`config.mk`:
```
export PLATFORM = sky130hd
export DESIGN_NAME = h14rx_period_tracker
export DESIGN_NICKNAME = d
export VERILOG_FILES = /design/src/rtl/h14rx_period_tracker.sv
export SDC_FILE = /design/constraint.sdc
export NUM_CORES = 1
export LEC_CHECK = 0
export ABC_AREA = 1
export BUFFER_PORTS_ARGS = -buffer_cell sky130_fd_sc_hd__buf_2
export CAP_MARGIN = 20
export CORE_MARGIN = 5
export CORE_UTILIZATION = 53
export DETAILED_ROUTE_END_ITERATION = 7
export PLACE_DENSITY = 0.88
export SLEW_MARGIN = 20
export SYNTH_ARGS = -nofsm -noshare
export SYNTH_HDL_FRONTEND = slang
export SYNTH_SLANG_ARGS = --single-unit
```
`constraint.sdc`:
```
create_clock -name clk -period 2.15 [get_ports clk]
set_input_delay 0.215 -clock clk [delete_from_list [all_inputs] [get_ports clk]]
set_output_delay 0.215 -clock clk [all_outputs]
set_load 0.05 [all_outputs]
```
`src/rtl/h14rx_period_tracker.sv`:
```
// HDMI 1.4 TMDS receive period tracker: classifies each deskewed character
// (control, preamble, guard, video, island) and flags guard/island framing errors.
module h14rx_period_tracker #(
    parameter int PreambleMin = 8,
    parameter int MaxPackets  = 18
) (
    input  logic       clk,
    input  logic       rst_n,
    input  logic [9:0] sym0,
    input  logic [9:0] sym1,
    input  logic [9:0] sym2,
    output logic [2:0] period,
    output logic [1:0] sync,
    output logic [3:0] ctl,
    output logic [4:0] pkt_idx,
    output logic [4:0] char_idx,
    output logic [9:0] sym_out0,
    output logic [9:0] sym_out1,
    output logic [9:0] sym_out2,
    output logic       err_guard,
    output logic       err_island
);
    localparam logic [9:0] G1 = 10'b0100110011;
    localparam logic [9:0] G0 = 10'b1011001100;

    typedef enum logic [2:0] {
        CTRL   = 3'd0,
        PRE_V  = 3'd1,
        PRE_D  = 3'd2,
        VGUARD = 3'd3,
        VIDEO  = 3'd4,
        DLEAD  = 3'd5,
        ISLAND = 3'd6,
        DTRAIL = 3'd7
    } state_t;

    function automatic logic is_tok(input logic [9:0] s);
        return (s == 10'b1101010100) || (s == 10'b0010101011) ||
               (s == 10'b0101010100) || (s == 10'b1010101011);
    endfunction

    function automatic logic [1:0] tok_dec(input logic [9:0] s);
        case (s)
            10'b0010101011: return 2'b01;
            10'b0101010100: return 2'b10;
            10'b1010101011: return 2'b11;
            default:        return 2'b00;
        endcase
    endfunction

    state_t     state_q, state_d;
    logic [3:0] run_q, run_d;
    logic       gcnt_q, gcnt_d;
    logic [4:0] pkt_q, pkt_d, chr_q, chr_d;
    logic [1:0] sync_q, sync_d;
    logic [3:0] ctl_q, ctl_d;
    logic       eg_q, eg_d, ei_q, ei_d;
    logic [9:0] so0_q, so1_q, so2_q;

    logic       all_tok, pre_v, pre_d, vguard, dguard, armed, boundary;
    logic [3:0] run_inc;
    logic [4:0] pkt_inc, chr_inc;

    assign all_tok  = is_tok(sym0) && is_tok(sym1) && is_tok(sym2);
    assign pre_v    = all_tok && tok_dec(sym1) == 2'b01 && tok_dec(sym2) == 2'b00;
    assign pre_d    = all_tok && tok_dec(sym1) == 2'b01 && tok_dec(sym2) == 2'b01;
    assign vguard   = sym0 == G0 && sym1 == G1 && sym2 == G0;
    assign dguard   = sym1 == G1 && sym2 == G1;
    assign armed    = run_q >= 4'(PreambleMin);
    assign run_inc  = (run_q == 4'hF) ? run_q : run_q + 4'd1;
    assign boundary = chr_q == 5'd31;
    assign chr_inc  = chr_q + 5'd1;
    assign pkt_inc  = pkt_q + 5'd1;

    // Control-family rules, shared by the control states and the character after a trailing guard pair.
    state_t     cf_state;
    logic [3:0] cf_run;
    logic       cf_err;

    always_comb begin
        cf_state = CTRL;
        cf_run   = '0;
        cf_err   = 1'b0;
        if (sym1 == G1) begin
            if (vguard && state_q == PRE_V && armed)      cf_state = VGUARD;
            else if (dguard && state_q == PRE_D && armed) cf_state = DLEAD;
            else                                          cf_err   = 1'b1;
        end else if (pre_v) begin
            cf_state = PRE_V;
            cf_run   = (state_q == PRE_V) ? run_inc : 4'd1;
        end else if (pre_d) begin
            cf_state = PRE_D;
            cf_run   = (state_q == PRE_D) ? run_inc : 4'd1;
        end
    end

    always_ff @(posedge clk) begin
        if (!rst_n) begin
            state_q <= CTRL;
            run_q   <= '0;
            gcnt_q  <= 1'b0;
            pkt_q   <= '0;
            chr_q   <= '0;
            sync_q  <= '0;
            ctl_q   <= '0;
            eg_q    <= 1'b0;
            ei_q    <= 1'b0;
            so0_q   <= '0;
            so1_q   <= '0;
            so2_q   <= '0;
        end else begin
            state_q <= state_d;
            run_q   <= run_d;
            gcnt_q  <= gcnt_d;
            pkt_q   <= pkt_d;
            chr_q   <= chr_d;
            sync_q  <= sync_d;
            ctl_q   <= ctl_d;
            eg_q    <= eg_d;
            ei_q    <= ei_d;
            so0_q   <= sym0;
            so1_q   <= sym1;
            so2_q   <= sym2;
        end
    end

    always_comb begin
        logic use_cf;
        use_cf  = 1'b0;
        state_d = state_q;
        run_d   = run_q;
        gcnt_d  = gcnt_q;
        pkt_d   = pkt_q;
        chr_d   = chr_q;
        sync_d  = sync_q;
        ctl_d   = ctl_q;
        eg_d    = 1'b0;
        ei_d    = 1'b0;
        case (state_q)
            CTRL, PRE_V, PRE_D: use_cf = 1'b1;
            VGUARD: begin
                if (gcnt_q) begin
                    state_d = VIDEO;
                    gcnt_d  = 1'b0;
                end else if (vguard) begin
                    gcnt_d = 1'b1;
                end else begin
                    eg_d    = 1'b1;
                    state_d = CTRL;
                end
            end
            DLEAD: begin
                if (gcnt_q) begin
                    state_d = ISLAND;
                    gcnt_d  = 1'b0;
                    pkt_d   = '0;
                    chr_d   = '0;
                end else if (dguard) begin
                    gcnt_d = 1'b1;
                end else begin
                    eg_d    = 1'b1;
                    state_d = CTRL;
                end
            end
            VIDEO: begin
                if (is_tok(sym0)) begin
                    state_d = CTRL;
                    run_d   = '0;
                    sync_d  = tok_dec(sym0);
                    if (is_tok(sym1)) ctl_d[1:0] = tok_dec(sym1);
                    if (is_tok(sym2)) ctl_d[3:2] = tok_dec(sym2);
                end
            end
            ISLAND: begin
                // A trailing guard is only legal where the next packet would start.
                if (boundary && dguard) begin
                    state_d = DTRAIL;
                    gcnt_d  = 1'b0;
                end else if (boundary && pkt_inc >= 5'(MaxPackets)) begin
                    ei_d    = 1'b1;
                    state_d = CTRL;
                end else if (is_tok(sym0) || (!boundary && (sym1 == G1 || sym2 == G1))) begin
                    ei_d    = 1'b1;
                    state_d = CTRL;
                end else begin
                    chr_d = chr_inc;
                    pkt_d = boundary ? pkt_inc : pkt_q;
                end
            end
            DTRAIL: begin
                if (gcnt_q) begin
                    use_cf = 1'b1;
                end else if (dguard) begin
                    gcnt_d = 1'b1;
                end else begin
                    ei_d    = 1'b1;
                    state_d = CTRL;
                end
            end
            default: state_d = CTRL;
        endcase

        if (use_cf) begin
            state_d = cf_state;
            run_d   = cf_run;
            eg_d    = cf_err;
            gcnt_d  = 1'b0;
            if (all_tok) begin
                sync_d = tok_dec(sym0);
                ctl_d  = {tok_dec(sym2), tok_dec(sym1)};
            end
        end

        if (state_d == CTRL) run_d = '0;
        if (state_d != ISLAND && state_d != DTRAIL) begin
            pkt_d = '0;
            chr_d = '0;
        end
    end

    always_comb begin
        period     = state_q;
        sync       = sync_q;
        ctl        = ctl_q;
        pkt_idx    = pkt_q;
        char_idx   = chr_q;
        sym_out0   = so0_q;
        sym_out1   = so1_q;
        sym_out2   = so2_q;
        err_guard  = eg_q;
        err_island = ei_q;
    end
endmodule

```
==> metrics.md, run 1 <==
| Metric | Value |
|---|---|
| Final setup fails | `0` |
| TritonCTS Buffers | `5` |
| Final TNS setup | `0 ns` |
| Static Leak | `2.18 nW` |
| Crit path capture type | `register` |
| Cells after DPL | `653` |
| Largest net degree at the start of global routing | `35` |
| Antenna-violating nets left | `0` |
| Detailed Route WL | `8350 um` |
| Largest delay share family, worst path | `simple AND/OR/NAND/NOR gates` |
| Routed len/inst | `12.5 um` |
| Critical path data arrival time | `2.33 ns` |
| H-tree levels | `2` |
| Via count of the first global-routing pass | `3,198` |
| Tcrit/Tclk final | `96.8%` |
| Syn_area_per_cell | `6.54 um2` |
| Top cell by count, worst path | `nand2_2` |
| Post-synthesis net count | `537` |
| Floorplan core area | `5960 um2` |
| Total gr overflow | `0` |
| Pre-CTS setup slack | `0.0815 ns` |
| Die Span X | `88.5 um` |
| Power, Total | `1.95 mW` |
| WP buf/inv | `2` |
| Vias per std cell | `5.11` |
| VDD IR max | `0.000354 V` |
| Synth Flop Type | `dfxtp_1` |
| Fillcell total | `519` |
| Worst-path clk slew | `0.09 ns` |
| Area growth, synth to finish | `22.1%` |
| Clk_skew | `0.00329 ns` |
| # IOs | `83` |
| MaxCap Viol Count | `0` |
| Final hold vios | `0` |
| Worst-margin pin slew | `0.437 ns` |
| Rows | `28` |
| DR pass1 iterations | `5` |
| Post-synth ARST share | `0%` |
| Post-route cell area | `3980 um2` |
| Netlist Area Pre-Place | `3260 um2` |
| Worst skew pair latency | `0.31 ns` |
| Post-Syn Instances | `499` |
| Die area | `7820 um2` |
| CTS tree | `built` |
| Hold path start | `sym0[7]` |
| Dpl cell area | `3770 um2` |
| Critical-path top delay cell | `dfxtp_4` |
| Critical Path Start | `char_idx[1]` |
| CTS Sinks | `56` |
| # DRC | `0` |
| Most common cell after layout, fill and taps aside | `nand2_1` |
| Status | `finished clean` |
| Diode count | `0` |
| First-pass GRT wire length | `13,800 um` |
| Hold Worst Slack | `0.120 ns` |
| PwrDens | `490 nW/um2` |
| Die height | `88.5 um` |
| GPL Wtd Cong | `0.960` |
| Worst-case clock buffer depth | `2` |
| Max-slew headroom | `70.7%` |
| Worst-path cell chain | `ha_4 > nand2_4 > nor2_2 > ha_2 > inv_2 > buf_6 > nand2_2 > nand3_2 > nand2_2 > nand3b_4 > nor2_4 > nand4_1 > a21oi_2` |
| Most frequent cells in the layout | `109 x nand2_1, 87 x inv_1, 82 x buf_2` |
| Antenna violations before repair | `0` |
| Nets | `628` |
| Max Slew Vio Count | `0` |
| Via count | `3,400` |
| Synth warnings | `0` |
| Number of flops mapped to enable cells by yosys | `0` |
| Initial Util | `54.8%` |
| Critical R2R Launch | `char_idx[1]` |
| Hold Crit Class | `in -> reg` |
| Period minus WS final | `2.08 ns` |
| Sequential share of the synthesized area | `34.4%` |
| Share of post-route cells with drive strength above 1 | `29.4%` |
| Critical path launch point type | `register` |
| Gr usage total | `21.8%` |
| Register bit total from synthesis | `56` |
| Post-layout util | `66.9%` |
| Slowest stage delay, CP | `0.38 ns` |
| Crit path required time | `2.40 ns` |
| Max Clk Rate | `0.480 GHz` |
| Final WS setup | `0.0687 ns` |
| Crit-path max FO | `5` |
| Crit path kind | `reg -> reg` |
| Post-DP HPWL | `6350 um` |
| Fin cells | `666` |
| Initial drt markers | `222` |
| Root buffer cell | `clkbuf_8` |
| Post-synth cell types | `34` |
| Port-buffer cells | `82` |
[final timing paths]
| kind | slack (ns) | cells after the start | to |
|---|---|---|---|
| worst min-delay path | 0.12 | 3 | sym_out0[7] |
| worst max register to register | 0.07 | 13 | pkt_idx[3] |
| worst max-delay path | 0.07 | 13 | pkt_idx[3] |
| worst min register to register | 0.46 | 2 | ctl[1] |
[metal layers]
| metal | wire [um] | up-vias | global-route usage, % |
|---|---|---|---|
| li1 | - | 1729 | - |
| met5 | 0 | - | 0 |
| met1 | 3450 | 1534 | 27.2 |
| met4 | 140 | 0 | 5.63 |
| met2 | 4090 | 124 | 38.2 |
| met3 | 672 | 13 | 4.75 |
[power breakdown]
part           switching (mW)  total, mW  leakage [nW]  internal, mW
clock                   0.330      0.592        0.0445         0.262
combinational           0.219      0.289          1.67        0.0700
sequential            0.00620       1.07         0.463          1.06
[cell type report]
cell class / count / area, um2 / area share (%)
multi-input cells: 338 / 1810 / 45.5
clock buffers: 7 / 86.3 / 2.17
repair buffers: 90 / 474 / 11.9
inverters: 99 / 374 / 9.39
flip-flops and latches: 56 / 1130 / 28.5
clock inverters: 1 / 7.51 / 0.188
well taps: 75 / 93.8 / 2.36
[cell usage after synthesis (4+ instances only)]
| cell | instances | area, um2 |
|---|---|---|
| inv_1 | 89 | 334 |
| nor2_4 | 4 | 45.0 |
| nor2_2 | 7 | 43.8 |
| o21ai_0 | 13 | 65.1 |
| nand4_1 | 14 | 87.6 |
| nand3_1 | 33 | 165 |
| nand2_1 | 117 | 439 |
| ha_1 | 6 | 75.1 |
| a21oi_2 | 7 | 61.3 |
| nand2_2 | 12 | 75.1 |
| nand3_2 | 6 | 60.1 |
| inv_2 | 10 | 37.5 |
| nor2_1 | 71 | 267 |
| nor3_1 | 15 | 75.1 |
| a21oi_1 | 9 | 45.0 |
| dfxtp_1 | 56 | 1120 |
[cell families (layout without fill, tap and decap cells)]
family,after synthesis,in the layout,share of synthesized area [%]
simple gates,288,288,41.6
buf+inv,105,197,12.2
flops,56,56,34.4
compound gates,38,38,7.90
fa+ha+maj,6,6,2.30
xor+xnor,5,5,1.34
mux,1,1,0.307
[sequential cells by signal (all words and copies together) (netlist names)]
register,cells
sym_out0,10
sym_out1,10
sym_out2,10
char_idx,5
pkt_idx,5
ctl,4
run_q,4
period,3
sync,2
err_guard,1
err_island,1
gcnt_q,1
[what timing repair did]
action / in CTS / in global routing
hold buffers: 0 / 0
resized for setup: 0 / 25
buffers inserted: 0 / 5
endpoints found under the setup margin: 1 / 14
pin swaps: 1 / 12
[worst register-to-register path, stage by stage (launching register included)]
cell      delay (ns)
dfxtp_4         0.38
ha_4            0.15
nand2_4         0.05
nor2_2          0.11
ha_2            0.23
inv_2           0.06
buf_6           0.12
nand2_2         0.06
nand3_2         0.11
nand2_2         0.11
nand3b_4        0.12
nor2_4          0.22
nand4_1         0.14
a21oi_2         0.15
(Power assumes the default switching activity.)
==> inputs of run 2 (changes only) <==
==> constraint.sdc (replaced) <==
create_clock -name clk -period 2 [get_ports clk]
set_input_delay 0.2 -clock clk [delete_from_list [all_inputs] [get_ports clk]]
set_output_delay 0.2 -clock clk [all_outputs]
set_load 0.05 [all_outputs]
==> run 2 against run 1 <==
Net effect: the flow now finishes with violations (DRC); register-to-register slack got worse by 0.03 ns; total power grew 15%; die area unchanged; combinational power rose by 8.0%.
==> metrics.md, run 2 (synthesis gave the netlist of run 1 again) <==
| Metric | Value |
|---|---|
| Area growth, synth to finish | `28.5%` |
| Nets | `640` |
| MaxCap Viol Count | `0` |
| Antenna-violating nets left | `0` |
| Via count | `3,683` |
| Crit path kind | `reg -> reg` |
| Die height | `88.5 um` |
| VDD IR max | `0.000351 V` |
| Max Clk Rate | `0.509 GHz` |
| DR pass1 iterations | `8` |
| Floorplan core area | `5960 um2` |
| Met2 GRT Util | `40.4%` |
| Root buffer cell | `clkbuf_8` |
| Critical path launch point type | `register` |
| GPL Wtd Cong | `0.969` |
| Post-layout util | `70.4%` |
| Hold path start | `sym1[6]` |
| Antenna violations before repair | `0` |
| Crit path capture type | `register` |
| Max Slew Vio Count | `0` |
| Vias per std cell | `5.43` |
| Gr usage total | `23.3%` |
| Final hold vios | `0` |
| Status | `complete, but fails checks` |
| Pre-CTS setup slack | `-0.0436 ns` |
| Worst skew pair latency | `0.32 ns` |
| Worst-margin pin slew | `0.371 ns` |
| CTS Hold Buffers Added | `0` |
| Post-route cell area | `4190 um2` |
| H-tree levels | `2` |
| Final WS setup | `0.0354 ns` |
| Crit path required time | `2.26 ns` |
| Hold Crit Class | `in -> reg` |
| Critical R2R Launch | `char_idx[1]` |
| Largest net degree at the start of global routing | `35` |
| CTS tree | `built` |
| Most common cell after layout, fill and taps aside | `nand2_1` |
| Initial Util | `54.8%` |
| TritonCTS Buffers | `5` |
| Cells after DPL | `657` |
| Power, Total | `2.25 mW` |
| Worst-case clock buffer depth | `2` |
| Critical path data arrival time | `2.22 ns` |
| Worst-path clk slew | `0.10 ns` |
| Post-DP HPWL | `6530 um` |
| # IOs | `83` |
| Area occupied by multi-input gates | `1900 um2` |
| Routed len/inst | `14.4 um` |
| Diode count | `0` |
| Dpl cell area | `3830 um2` |
| Busiest metal layer after global routing | `met2` |
| Crit-path max FO | `7` |
| FF+latch area | `1140 um2` |
| Die Span X | `88.5 um` |
| First-pass GRT wire length | `14,600 um` |
| Detailed Route WL | `9740 um` |
| # DRC | `8` |
| PwrDens | `537 nW/um2` |
| CTS Sinks | `56` |
| Final setup fails | `0` |
| Met3 GRT Util | `4.38%` |
| Tcrit/Tclk final | `98.2%` |
| Initial drt markers | `362` |
| Met1 Track Usage GR | `27.7%` |
| Clk_skew | `0.00710 ns` |
| Die area | `7820 um2` |
| Total gr overflow | `0` |
| Fin cells | `678` |
| Port-buffer cells | `82` |
| Period minus WS final | `1.96 ns` |
| Rows | `28` |
| Fillcell total | `481` |
| Via count of the first global-routing pass | `3,385` |
| Failing checks | `DRC` |
| Most frequent cells in the layout | `113 x nand2_1, 85 x inv_1, 82 x buf_2` |
| Max-slew headroom | `75.3%` |
| Static Leak | `2.29 nW` |
| Critical Path Start | `char_idx[1]` |
| Share of post-route cells with drive strength above 1 | `32.5%` |
==> run 2: cell count changes in the layout (fill, tap and decap cells not counted), sizes merged <==
cell	previous run	this run
buf	90	102
bufinv	0	1
clkbuf	7	6
clkinv	0	1
clkinvlp	1	0
==> run 2: layout make-up <==
| class | count | share of cell area [%] |
|---|---|---|
| multi-input cells | 338 | 45.3 |
| flip-flops and latches | 56 | 27.2 |
| repair buffers | 102 | 13.5 |
| inverters | 99 | 8.87 |
| well taps | 75 | 2.24 |
| clock buffers | 6 | 1.97 |
| clock inverters | 2 | 0.925 |
==> run 2: per-stage QoR <==
step | hold slack [ns] | setup TNS, ns
2_1_floorplan | 0.293 | 0
3_3_place_gp | 0.410 | 0
3_5_place_dp | 0.418 | -0.148
4_1_cts | 0.0784 | 0
5_1_grt | 0.0723 | -0.309
6_report | 0.0855 | 0
==> run 2: repair_timing <==
item	in CTS	in global routing
gates resized for setup	2	33
setup buffers	10	3
setup endpoints to repair	9	14
pin swaps	4	14
hold endpoints to repair	0	0
==> run 2: critical path, stage by stage, from the launching register on <==
cell      delay, ns
dfxtp_4        0.36
ha_4           0.16
nand2_4        0.07
nor2_4         0.04
ha_4           0.16
inv_2          0.07
a21oi_2        0.04
nand2_1        0.08
nand3_2        0.09
nand2_1        0.17
nand3b_4       0.16
nor2_4         0.21
nand4_1        0.13
a21oi_2        0.15
==> run 2: report_power, final <==
part	switching, mW	leakage [nW]	internal [mW]	total, mW
logic	0.237	1.76	0.0753	0.312
registers	0.00690	0.465	1.14	1.15
clock network	0.381	0.0614	0.410	0.790
==> run 2: per-layer routing <==
layer	share of wire, %	wire [um]
met1	37	3640
met2	49	4740
met3	8.7	849
met4	5.1	498
met5	0	0
==> run 2: path summary, 6_finish.rpt <==
kind                                     to  slack, ns  cells past startpoint
worst min register to register       ctl[1]       0.48                      2
worst max-delay path             pkt_idx[3]       0.04                     13
worst min-delay path            sym_out1[6]       0.09                      3
worst max register to register   pkt_idx[3]       0.04                     13
==> inputs of run 3 (changes only) <==
--- a/config.mk
+++ b/config.mk
@@ -9,9 +9,9 @@
 export BUFFER_PORTS_ARGS = -buffer_cell sky130_fd_sc_hd__buf_2
 export CAP_MARGIN = 20
 export CORE_MARGIN = 5
-export CORE_UTILIZATION = 53
+export CORE_UTILIZATION = 50
 export DETAILED_ROUTE_END_ITERATION = 7
-export PLACE_DENSITY = 0.88
+export PLACE_DENSITY = 0.84
 export SLEW_MARGIN = 20
 export SYNTH_ARGS = -nofsm -noshare
 export SYNTH_HDL_FRONTEND = slang
==> run 3 against run 2 <==
Net effect: the run ends with setup timing left; critical path type unchanged; non-clock buffer count shrank 8; clock skew increased by 0.0059 ns; cell count decreased by 0.88%; total power increased by 1.9%; sequential power hardly changed; critical endpoint is now pkt_idx[2]; combinational power shrank 1%; highest routed layer unchanged; global-route usage decreased by 2.9 points; register-to-register slack got worse by 0.04 ns; critical path depth is 1 higher; die area grew 5.3%; clock power up 5.8%.
==> metrics.md, run 3 (synthesis gave the netlist of run 1 again) <==
| Metric | Value |
|---|---|
| Status | `complete, but fails checks` |
| Failing checks | `setup timing` |
| Worst-margin pin slew | `0.411 ns` |
| Max Clk Rate | `0.499 GHz` |
| Static Leak | `2.21 nW` |
| Root buffer cell | `clkbuf_8` |
| Via count of the first global-routing pass | `3,220` |
| Max-slew headroom | `72.5%` |
| Most common cell after layout, fill and taps aside | `nand2_1` |
| Initial Util | `51.4%` |
| FF+latch area | `1140 um2` |
| Critical R2R Launch | `char_idx[1]` |
| TritonCTS Buffers | `5` |
| Crit path required time | `2.25 ns` |
| Diode count | `0` |
| Share of post-route cells with drive strength above 1 | `29.9%` |
| Antenna-violating nets left | `0` |
| Post-route cell area | `4050 um2` |
| Worst skew pair latency | `0.32 ns` |
| # DRC | `0` |
| Routed len/inst | `12.8 um` |
| Crit path capture type | `register` |
| Hold Crit Class | `in -> reg` |
| Cells after DPL | `657` |
| MaxCap Viol Count | `0` |
| VDD IR max | `0.000396 V` |
| Crit path kind | `reg -> reg` |
| Detailed Route WL | `8620 um` |
| Die area | `8240 um2` |
| CTS Hold Buffers Added | `0` |
| Flop2flop setup slack | `-0.005 ns` |
| Hold Worst Slack | `0.0821 ns` |
| FF-to-FF path depth | `14` |
| Nets | `632` |
| Via count | `3,454` |
| Min-Delay Path Depth | `3` |
| Period minus WS final | `2.00 ns` |
| Clk_skew | `0.0130 ns` |
| Crit-path max FO | `7` |
| # IOs | `83` |
| Critical path launch point type | `register` |
| FF-to-FF End | `pkt_idx[2]` |
| Vias per std cell | `5.14` |
| CTS tree | `built` |
| Pre-CTS setup slack | `-0.0440 ns` |
| Max Slew Vio Count | `0` |
| Final setup fails | `1` |
| DR pass1 iterations | `7` |
| Total gr overflow | `0` |
| Rows | `29` |
| Unrepaired setup endpoints after global routing | `true` |
| Post-DP HPWL | `6480 um` |
| Post-layout util | `63.8%` |
| Largest net degree at the start of global routing | `35` |
| Fillcell total | `550` |
| Die height | `90.8 um` |
| Hold Path End | `sym_out1[1]` |
| Die Span X | `90.8 um` |
| Final TNS setup | `-0.00470 ns` |
| Floorplan core area | `6350 um2` |
| CTS Sinks | `56` |
| Antenna violations before repair | `0` |
| Final hold vios | `0` |
| Gr usage total | `20.3%` |
| Initial drt markers | `382` |
| Tcrit/Tclk final | `100%` |
| Fin cells | `672` |
| PwrDens | `566 nW/um2` |
| Power, Total | `2.29 mW` |
| Most frequent cells in the layout | `114 x nand2_1, 87 x inv_1, 82 x buf_2` |
| H-tree levels | `2` |
| Area growth, synth to finish | `24.3%` |
| GPL Wtd Cong | `0.907` |
| Area occupied by multi-input gates | `1810 um2` |
| First-pass GRT wire length | `14,100 um` |
| Hold path start | `sym1[1]` |
| Final WS setup | `-0.00470 ns` |
| Worst-case clock buffer depth | `2` |
| Dpl cell area | `3810 um2` |
| Critical path data arrival time | `2.26 ns` |
| Worst-path clk slew | `0.11 ns` |
| Port-buffer cells | `82` |
## run 3: cell types whose count changed in the layout (fill, tap and decap cells not counted), sizes merged
cell    before  now
buf        102   94
inv         99  100
clkinv       1    0
## run 3: timing repair
action                     CTS  global route
resized for setup            1            15
gates cloned                 0             0
setup endpoints to repair    9            15
pin swaps                    1            11
buffers inserted             4             3
## run 3: final cells by class
class	count	area share, %
Multi-Input combinational cell	338	44.8
Sequential cell	56	28.1
Clock inverter	2	0.957
Inverter	99	9.17
Tap cell	77	2.38
Timing Repair Buffer	94	12.3
Clock buffer	6	2.31
## run 3: worst max-delay path by stage
stage,start,to,slack (ns)
final,char_idx[1],pkt_idx[2],-0.005
after global routing,char_idx[1],run_q[0],-0.12
after CTS,char_idx[0],run_q[1],0.00002
after detailed placement,char_idx[0],run_q[1],-0.04
after global placement,char_idx[0],run_q[2],0.07
after floorplan,period[2],run_q[1],0.02
## run 3: worst max-delay path, stage by stage (launching register included)
cell and delay [ns]:
dfxtp_4 0.38, ha_4 0.14, nand2_2 0.05, nor2_2 0.12, ha_2 0.20, inv_2 0.05, a21oi_2 0.13, nand2_1 0.09
nand3_2 0.10, nand2_1 0.10, nand3b_4 0.17, nor2_4 0.07, nor2_4 0.13, nand2_1 0.09, a21oi_2 0.12
## run 3: where the power goes
part / internal [mW] / switching, mW
Combinational: 0.0753 / 0.233
Sequential: 1.14 / 0.00679
Clock: 0.454 / 0.382
Total: 1.67 / 0.622
## run 3: metal layers
metal	global-route usage [%]	part of all wire, %	routed length (um)	vias up
met1	25.0	41	3530	1528
met4	6.23	1.8	157	0
met2	35.2	50	4270	166
met5	0	0	0	-
met3	4.58	7.7	665	25
li1	-	-	-	1735
